$ cat src/rtl/instr_fetch_unit.sv
// -----------------------------------------------------------------------------
// instr_fetch_unit
//   Fetch stage. Owns the PC, issues one instruction-memory read at a time
//   over a req/ready/rvalid handshake, and presents {instr, pc, pc+4} to
//   decode under a valid/ready handshake. A redirect from the datapath
//   (taken beq / jmp) reloads the PC and flushes whatever is in flight.
//
// Ports
//   clk, rst        clock, synchronous active-high reset
//   imem_req        fetch request valid
//   imem_addr       fetch address (word aligned, equals PC)
//   imem_ready      memory accepts the request this cycle
//   imem_rvalid     read data valid for the outstanding request
//   imem_rdata      instruction word
//   if_valid        if_instr/if_pc/if_pc4 hold a valid instruction
//   if_instr        fetched instruction
//   if_pc           address of if_instr
//   if_pc4          if_pc + 4
//   id_ready        decode consumes the output when if_valid && id_ready
//   redir_valid     redirect pulse
//   redir_target    new PC (bits [1:0] ignored)
//
// State     | meaning
// ----------+-----------------------------------------------------------
// S_FETCH   | no request outstanding; may issue one
// S_WAIT    | one request outstanding, its response will be captured
// S_DISCARD | one request outstanding, its response will be dropped
// -----------------------------------------------------------------------------
module instr_fetch_unit #(
    parameter logic [31:0] RESET_PC = 32'h0000_0000
) (
    input  logic        clk,
    input  logic        rst,
    output logic        imem_req,
    output logic [31:0] imem_addr,
    input  logic        imem_ready,
    input  logic        imem_rvalid,
    input  logic [31:0] imem_rdata,
    output logic        if_valid,
    output logic [31:0] if_instr,
    output logic [31:0] if_pc,
    output logic [31:0] if_pc4,
    input  logic        id_ready,
    input  logic        redir_valid,
    input  logic [31:0] redir_target
);

    localparam logic [1:0] S_FETCH   = 2'd0;
    localparam logic [1:0] S_WAIT    = 2'd1;
    localparam logic [1:0] S_DISCARD = 2'd2;

    logic [1:0]  state_q,    state_d;
    logic [31:0] pc_q,       pc_d;
    logic        if_valid_q, if_valid_d;
    logic [31:0] if_instr_q, if_instr_d;
    logic [31:0] if_pc_q,    if_pc_d;
    logic [31:0] if_pc4_q,   if_pc4_d;

    // A new request is only issued when the output register is free or is
    // being emptied this cycle, so a stalled decode never loses an instruction.
    always_comb begin
        imem_req  = (state_q == S_FETCH) && !redir_valid
                    && (!if_valid_q || id_ready) && !rst;
        imem_addr = pc_q;
    end

    always_comb begin
        state_d    = state_q;
        pc_d       = pc_q;
        if_valid_d = if_valid_q;
        if_instr_d = if_instr_q;
        if_pc_d    = if_pc_q;
        if_pc4_d   = if_pc4_q;

        if (redir_valid) begin
            pc_d       = redir_target & ~32'h3;
            if_valid_d = 1'b0;
            case (state_q)
                // A response landing together with the redirect belongs to
                // the old path; with nothing left outstanding we can refetch.
                S_WAIT:    state_d = imem_rvalid ? S_FETCH : S_DISCARD;
                S_DISCARD: state_d = imem_rvalid ? S_FETCH : S_DISCARD;
                default:   state_d = S_FETCH;
            endcase
        end else begin
            if (if_valid_q && id_ready) begin
                if_valid_d = 1'b0;
            end
            case (state_q)
                S_FETCH: begin
                    if (imem_req && imem_ready) begin
                        state_d = S_WAIT;
                    end
                end
                S_WAIT: begin
                    if (imem_rvalid) begin
                        if_instr_d = imem_rdata;
                        if_pc_d    = pc_q;
                        if_pc4_d   = pc_q + 32'd4;
                        if_valid_d = 1'b1;
                        pc_d       = pc_q + 32'd4;
                        state_d    = S_FETCH;
                    end
                end
                S_DISCARD: begin
                    if (imem_rvalid) begin
                        state_d = S_FETCH;
                    end
                end
                default: state_d = S_FETCH;
            endcase
        end
    end

    always_ff @(posedge clk) begin
        if (rst) begin
            state_q    <= S_FETCH;
            pc_q       <= RESET_PC;
            if_valid_q <= 1'b0;
            if_instr_q <= 32'h0;
            if_pc_q    <= 32'h0;
            if_pc4_q   <= 32'h0;
        end else begin
            state_q    <= state_d;
            pc_q       <= pc_d;
            if_valid_q <= if_valid_d;
            if_instr_q <= if_instr_d;
            if_pc_q    <= if_pc_d;
            if_pc4_q   <= if_pc4_d;
        end
    end

    assign if_valid = if_valid_q;
    assign if_instr = if_instr_q;
    assign if_pc    = if_pc_q;
    assign if_pc4   = if_pc4_q;

endmodule

$ cat config.mk
export PLATFORM = sky130hd
export DESIGN_NAME = instr_fetch_unit
export DESIGN_NICKNAME = d
export VERILOG_FILES = /design/src/rtl/instr_fetch_unit.sv
export SDC_FILE = /design/constraint.sdc
export NUM_CORES = 1
export LEC_CHECK = 0
export ABC_AREA = 1
export ABC_CLOCK_PERIOD_IN_PS = 1600
export BUFFER_PORTS_ARGS = -buffer_cell sky130_fd_sc_hd__buf_2
export CORE_MARGIN = 1
export CORE_UTILIZATION = 41
export DETAILED_ROUTE_END_ITERATION = 8
export PLACE_DENSITY = 0.76
export SKIP_LAST_GASP = 1
export SLEW_MARGIN = 5
export SYNTH_ARGS = -nofsm -noshare
export SYNTH_HDL_FRONTEND = slang
export SYNTH_SLANG_ARGS = --single-unit
$ cat constraint.sdc
create_clock -name clk -period 1.6 [get_ports clk]
set_input_delay 0.08 -clock clk [delete_from_list [all_inputs] [get_ports clk]]
set_output_delay 0.08 -clock clk [all_outputs]
set_load 0.01 [all_outputs]
Word-level counts from Yosys, hierarchy flattened
Cells that the tools add are included.
- bitwise operators: 1
- add/sub/neg operators: 1
- $mul: 0
- shift operators: 0
- order comparisons: 0
- reduce and logical (&&, ||, !) cells: 18
- equality and inequality tests: 4
- mux-type cells: 12
- div/mod/pow operators: 0
- operators with widths (cell ; number):
    $mux 32 ; 3
    $add 32x3->32 const B ; 1
    $mux 2 ; 5
    $reduce_and 2->1 ; 3
    $logic_and 1x1->1 ; 5
    $pmux 2 s2 ; 1
    $reduce_bool 2->1 ; 2
    $reduce_or 2->1 ; 2
    $logic_not 1->1 ; 3
    $mux 1 ; 3
    $ne 3x1->1 const B ; 1
    $ne 3x2->1 const B ; 1
    $reduce_and 3->1 ; 1
    $eq 2x1->1 const B ; 1
    $eq 2x2->1 const B ; 1
    $logic_not 2->1 ; 1
    $logic_or 1x1->1 ; 1
    $not 1->1 ; 1
- memories: 0
- memory bits (writable): 0
- latch bits: 0
- input bits: 70
- flip-flop bits (word level): 131
- ROM bits: 0
- word-level logic and storage cells: 43
- output and inout bits: 130

Depth between registers and ports, before layout
- depth in word-level cells: 8
- gate-level depth with buffers: 11
- mapped depth without buffers: 11

Worst setup path before layout
Ideal clock, no wire load.
- path type: register to register
- from: register pc_q[3], in the netlist imem_addr[3]
- to: register if_pc4_q[24], in the netlist if_pc4[24]
- data required time: 1490 ps
- buffers on the path: 0
- stages on the path, launching flop included: 11
- path slack: 107 ps
- setup time: 110 ps
- data arrival time: 1383 ps
- period minus slack after synthesis: 1493 ps
- cells stage by stage: dfxtp_1 ha_1 nand2_2 nor2_4 nand2_2 nor2_4 nand3_1 nand3_1 nand2_1 nand2_1 inv_1
- word-level cells in the longest chain between the ends: 1
- ends and longest elaborated chain (what ; RTL line ; RTL):
    start, declared ; 53 ; logic [31:0] pc_q, pc_d;
    start signal, assigned ; 125 ; pc_q <= pc_d;
    $add 32x3->32 ; 99 ; if_pc4_d = pc_q + 32'd4;
    end signal, assigned ; 129 ; if_pc4_q <= if_pc4_d;
    end, declared ; 57 ; logic [31:0] if_pc4_q, if_pc4_d;
Every way passes these cells.
A chain may end at the register's enable or synchronous reset.

Worst setup path after layout
- from: register state_q[0]
- to: output port imem_req
- word-level cells in the longest chain between the ends: 4
- ends and longest elaborated chain (what ; RTL line ; RTL):
    start, declared ; 52 ; logic [1:0] state_q, state_d;
    start signal, assigned ; 124 ; state_q <= state_d;
    $logic_not 2->1 ; 62 ; imem_req = (state_q == S_FETCH) && !redir_valid
    $logic_and 1x1->1 ; 62 ;
    $logic_and 1x1->1 (2 in series) ; 63 ; && (!if_valid_q || id_ready) && !rst;
    end, declared ; 34 ; output logic imem_req,
Every way passes these cells.

==> metrics.cfg <==
[status]
outcome = completed

[worst_hold_path]
hold_path.class = input pin to flip-flop

[route]
vias = 6050
wl_per_cell_um = 14.9
drtAntennaViolNets = 0
vias_per_cell = 4.93
drt_iter0_drc = 505
wl_um = 18300
drc = 0
drtPass1Iterations = 9

[floorplanning]
io_pins = 200
die_w_um = 117
rows = 41
start_util_pct = 42.6
dieArea_um2 = 13800
die_h_um = 117
coreArea_um2 = 12800

[worst_setup_path]
endpoint_kind = primary output
critPathKind = flip-flop to primary output
worstPathArrival_ps = 1480
path_max_fanout = 3
rrSetupSlack_ps = 60
critical_path_required_ps = 1520
cp-start-kind = flip-flop

[timing]
worst_pin_slew_ps = 580
whs_ps = 20.8
min_period_over_period_pct = 97.6
rsz0062_at_grt = yes
setup_slack_ps = 38.1
skew_ps = 10.4
slew_headroom_pct = 61.3
tns_ps = 0
max_freq_mhz = 640
finalCriticalPeriod_ps = 1560
maxSlewViolCount = 0
hold_viol = 0
setup_violations = 0

[synthesis]
ys_seq_area_share_pct = 45.8
ys_ff_latch = 125
yosysTopAreaCellShare_pct = 45.8
synth_cells = 792
ys.warnings.count = 0
synthesis.area_um2 = 5460
yosysTopAreaCell = dfxtp_1
synth.most_common_cell = nand2_1
async_flop_share_pct = 0
yosys-top-cells-area = dfxtp_1 (46%), nand2_1 (13%), o21ai_0 (8.3%), nor2_1 (8.1%), a21oi_1 (5.6%)
synth_edf_count = 0
ys_top_cells_by_count = nand2_1 (188), dfxtp_1 (125), nor2_1 (118)
synth_area_per_cell_um2 = 6.89
yosysUniqueCellTypes = 26
ys.flop_type = dfxtp_1

[placed_design]
dp.cells = 1141
placed_cell_area_um2 = 6710
gp_congestion = 0.867
dp_slack_ps = 73.8
dp_hpwl_um = 11400
port_buffers = 191

[cts]
numCtsBuffers = 17
clkTransAtPathRegs_ps = 60
cts_tree = built
htree_levels = 4
insertion_delay_ps = 420
root_buffer = clkbuf_16
clock_path_buffers = 2
cts_sinks = 125

[power]
power_density_nw_per_um2 = 1080
fin_total_pwr_mw = 8.69
peakVddDrop_v = 0.000630
p_leak_nw = 4.03

[grt]
grt_pass1_wl_um = 27300
grt_overflow = 0
grt_max_degree = 74
grtUsageTotal_pct = 25.1
antenna_found_initial = 0
grt_pass1_vias = 5581

[layout]
syn_to_final_growth_pct = 47.5
final_core_util_pct = 62.8
final_cell_area_um2 = 8060
instances_no_fill = 1227
n_antenna_cell = 0
nets = 1115
drive_gt1_share_pct = 28.7

[job]
drv_cap = 0

## final timing paths
check                                                  end  cells past startpoint               startpoint
worst max-delay path                              imem_req                      7  state_q[0]$_SDFFE_PP0P_
worst min-delay path            imem_addr[10]$_SDFFE_PP0P_                      5         redir_target[10]
worst max register to register       if_pc[5]$_SDFFE_PP0P_                      7  state_q[0]$_SDFFE_PP0P_
worst min register to register      if_pc4[3]$_SDFFE_PP0P_                      2   if_pc4[3]$_SDFFE_PP0P_
## power breakdown
group          internal [mW]  total [mW]  switching (mW)
Clock                   3.11        4.52            1.41
Sequential              3.23        3.31          0.0815
Combinational          0.383       0.859           0.476
## worst max-delay path: stages, from the launching register on
cell and delay (ps):
dfxtp_1 320, inv_1 60, ha_2 180, inv_1 70, nor2_4 100, nand2_1 70, nor2_1 110, buf_2 160
## registers in the layout, indices dropped and copies added, names as in the netlist
| signal | flops |
|---|---|
| imem_addr | 30 |
| if_valid | 1 |
| if_pc | 30 |
| if_pc4 | 30 |
| state_q | 2 |
| if_instr | 32 |
## cell type report
type | instances | area [um2]
multi-input combinational | 542 | 2520
tap | 172 | 215
inverter | 84 | 318
clock inverter | 12 | 240
clock buffer | 20 | 447
timing repair buffer | 272 | 1810
fill | 1103 | 4770
sequential | 125 | 2510
## per-layer routing
layer	up-vias	global-route usage, %	wire length (um)
met5	-	0	0
met4	0	12.5	663
met3	53	7.93	1370
met2	249	40.2	8420
met1	2758	30.3	7850
li1	2990	-	-
## cells by family after synthesis
kind of cell | count (synthesis) | share of synthesized area, %
buf+inv | 130 | 9.83
other cells | 1 | 0.0687
compound gates | 163 | 15.1
fa+ha+maj | 3 | 0.688
xor+xnor | 7 | 1.12
simple gates | 363 | 27.3
flops | 125 | 45.8
## cell usage in the layout, fill, tap and decap left out, types with 29 or more instances in the layout
| master | n |
|---|---|
| inv_1 | 79 |
| o21ai_0 | 91 |
| dlygate4sd3_1 | 42 |
| nand2_1 | 185 |
| nor2_1 | 112 |
| buf_2 | 191 |
| dfxtp_1 | 119 |
| a21oi_1 | 60 |
| buf_4 | 29 |
| nand3_1 | 34 |
## what timing repair did
item / CTS / global route
gates resized for setup: 0 / 29
endpoints found under the setup margin: 0 / 93
endpoints found under the hold margin: 42 / 0
hold buffers: 42 / 0
setup buffers: 0 / 9
Power figures use the tool's default switching activity.
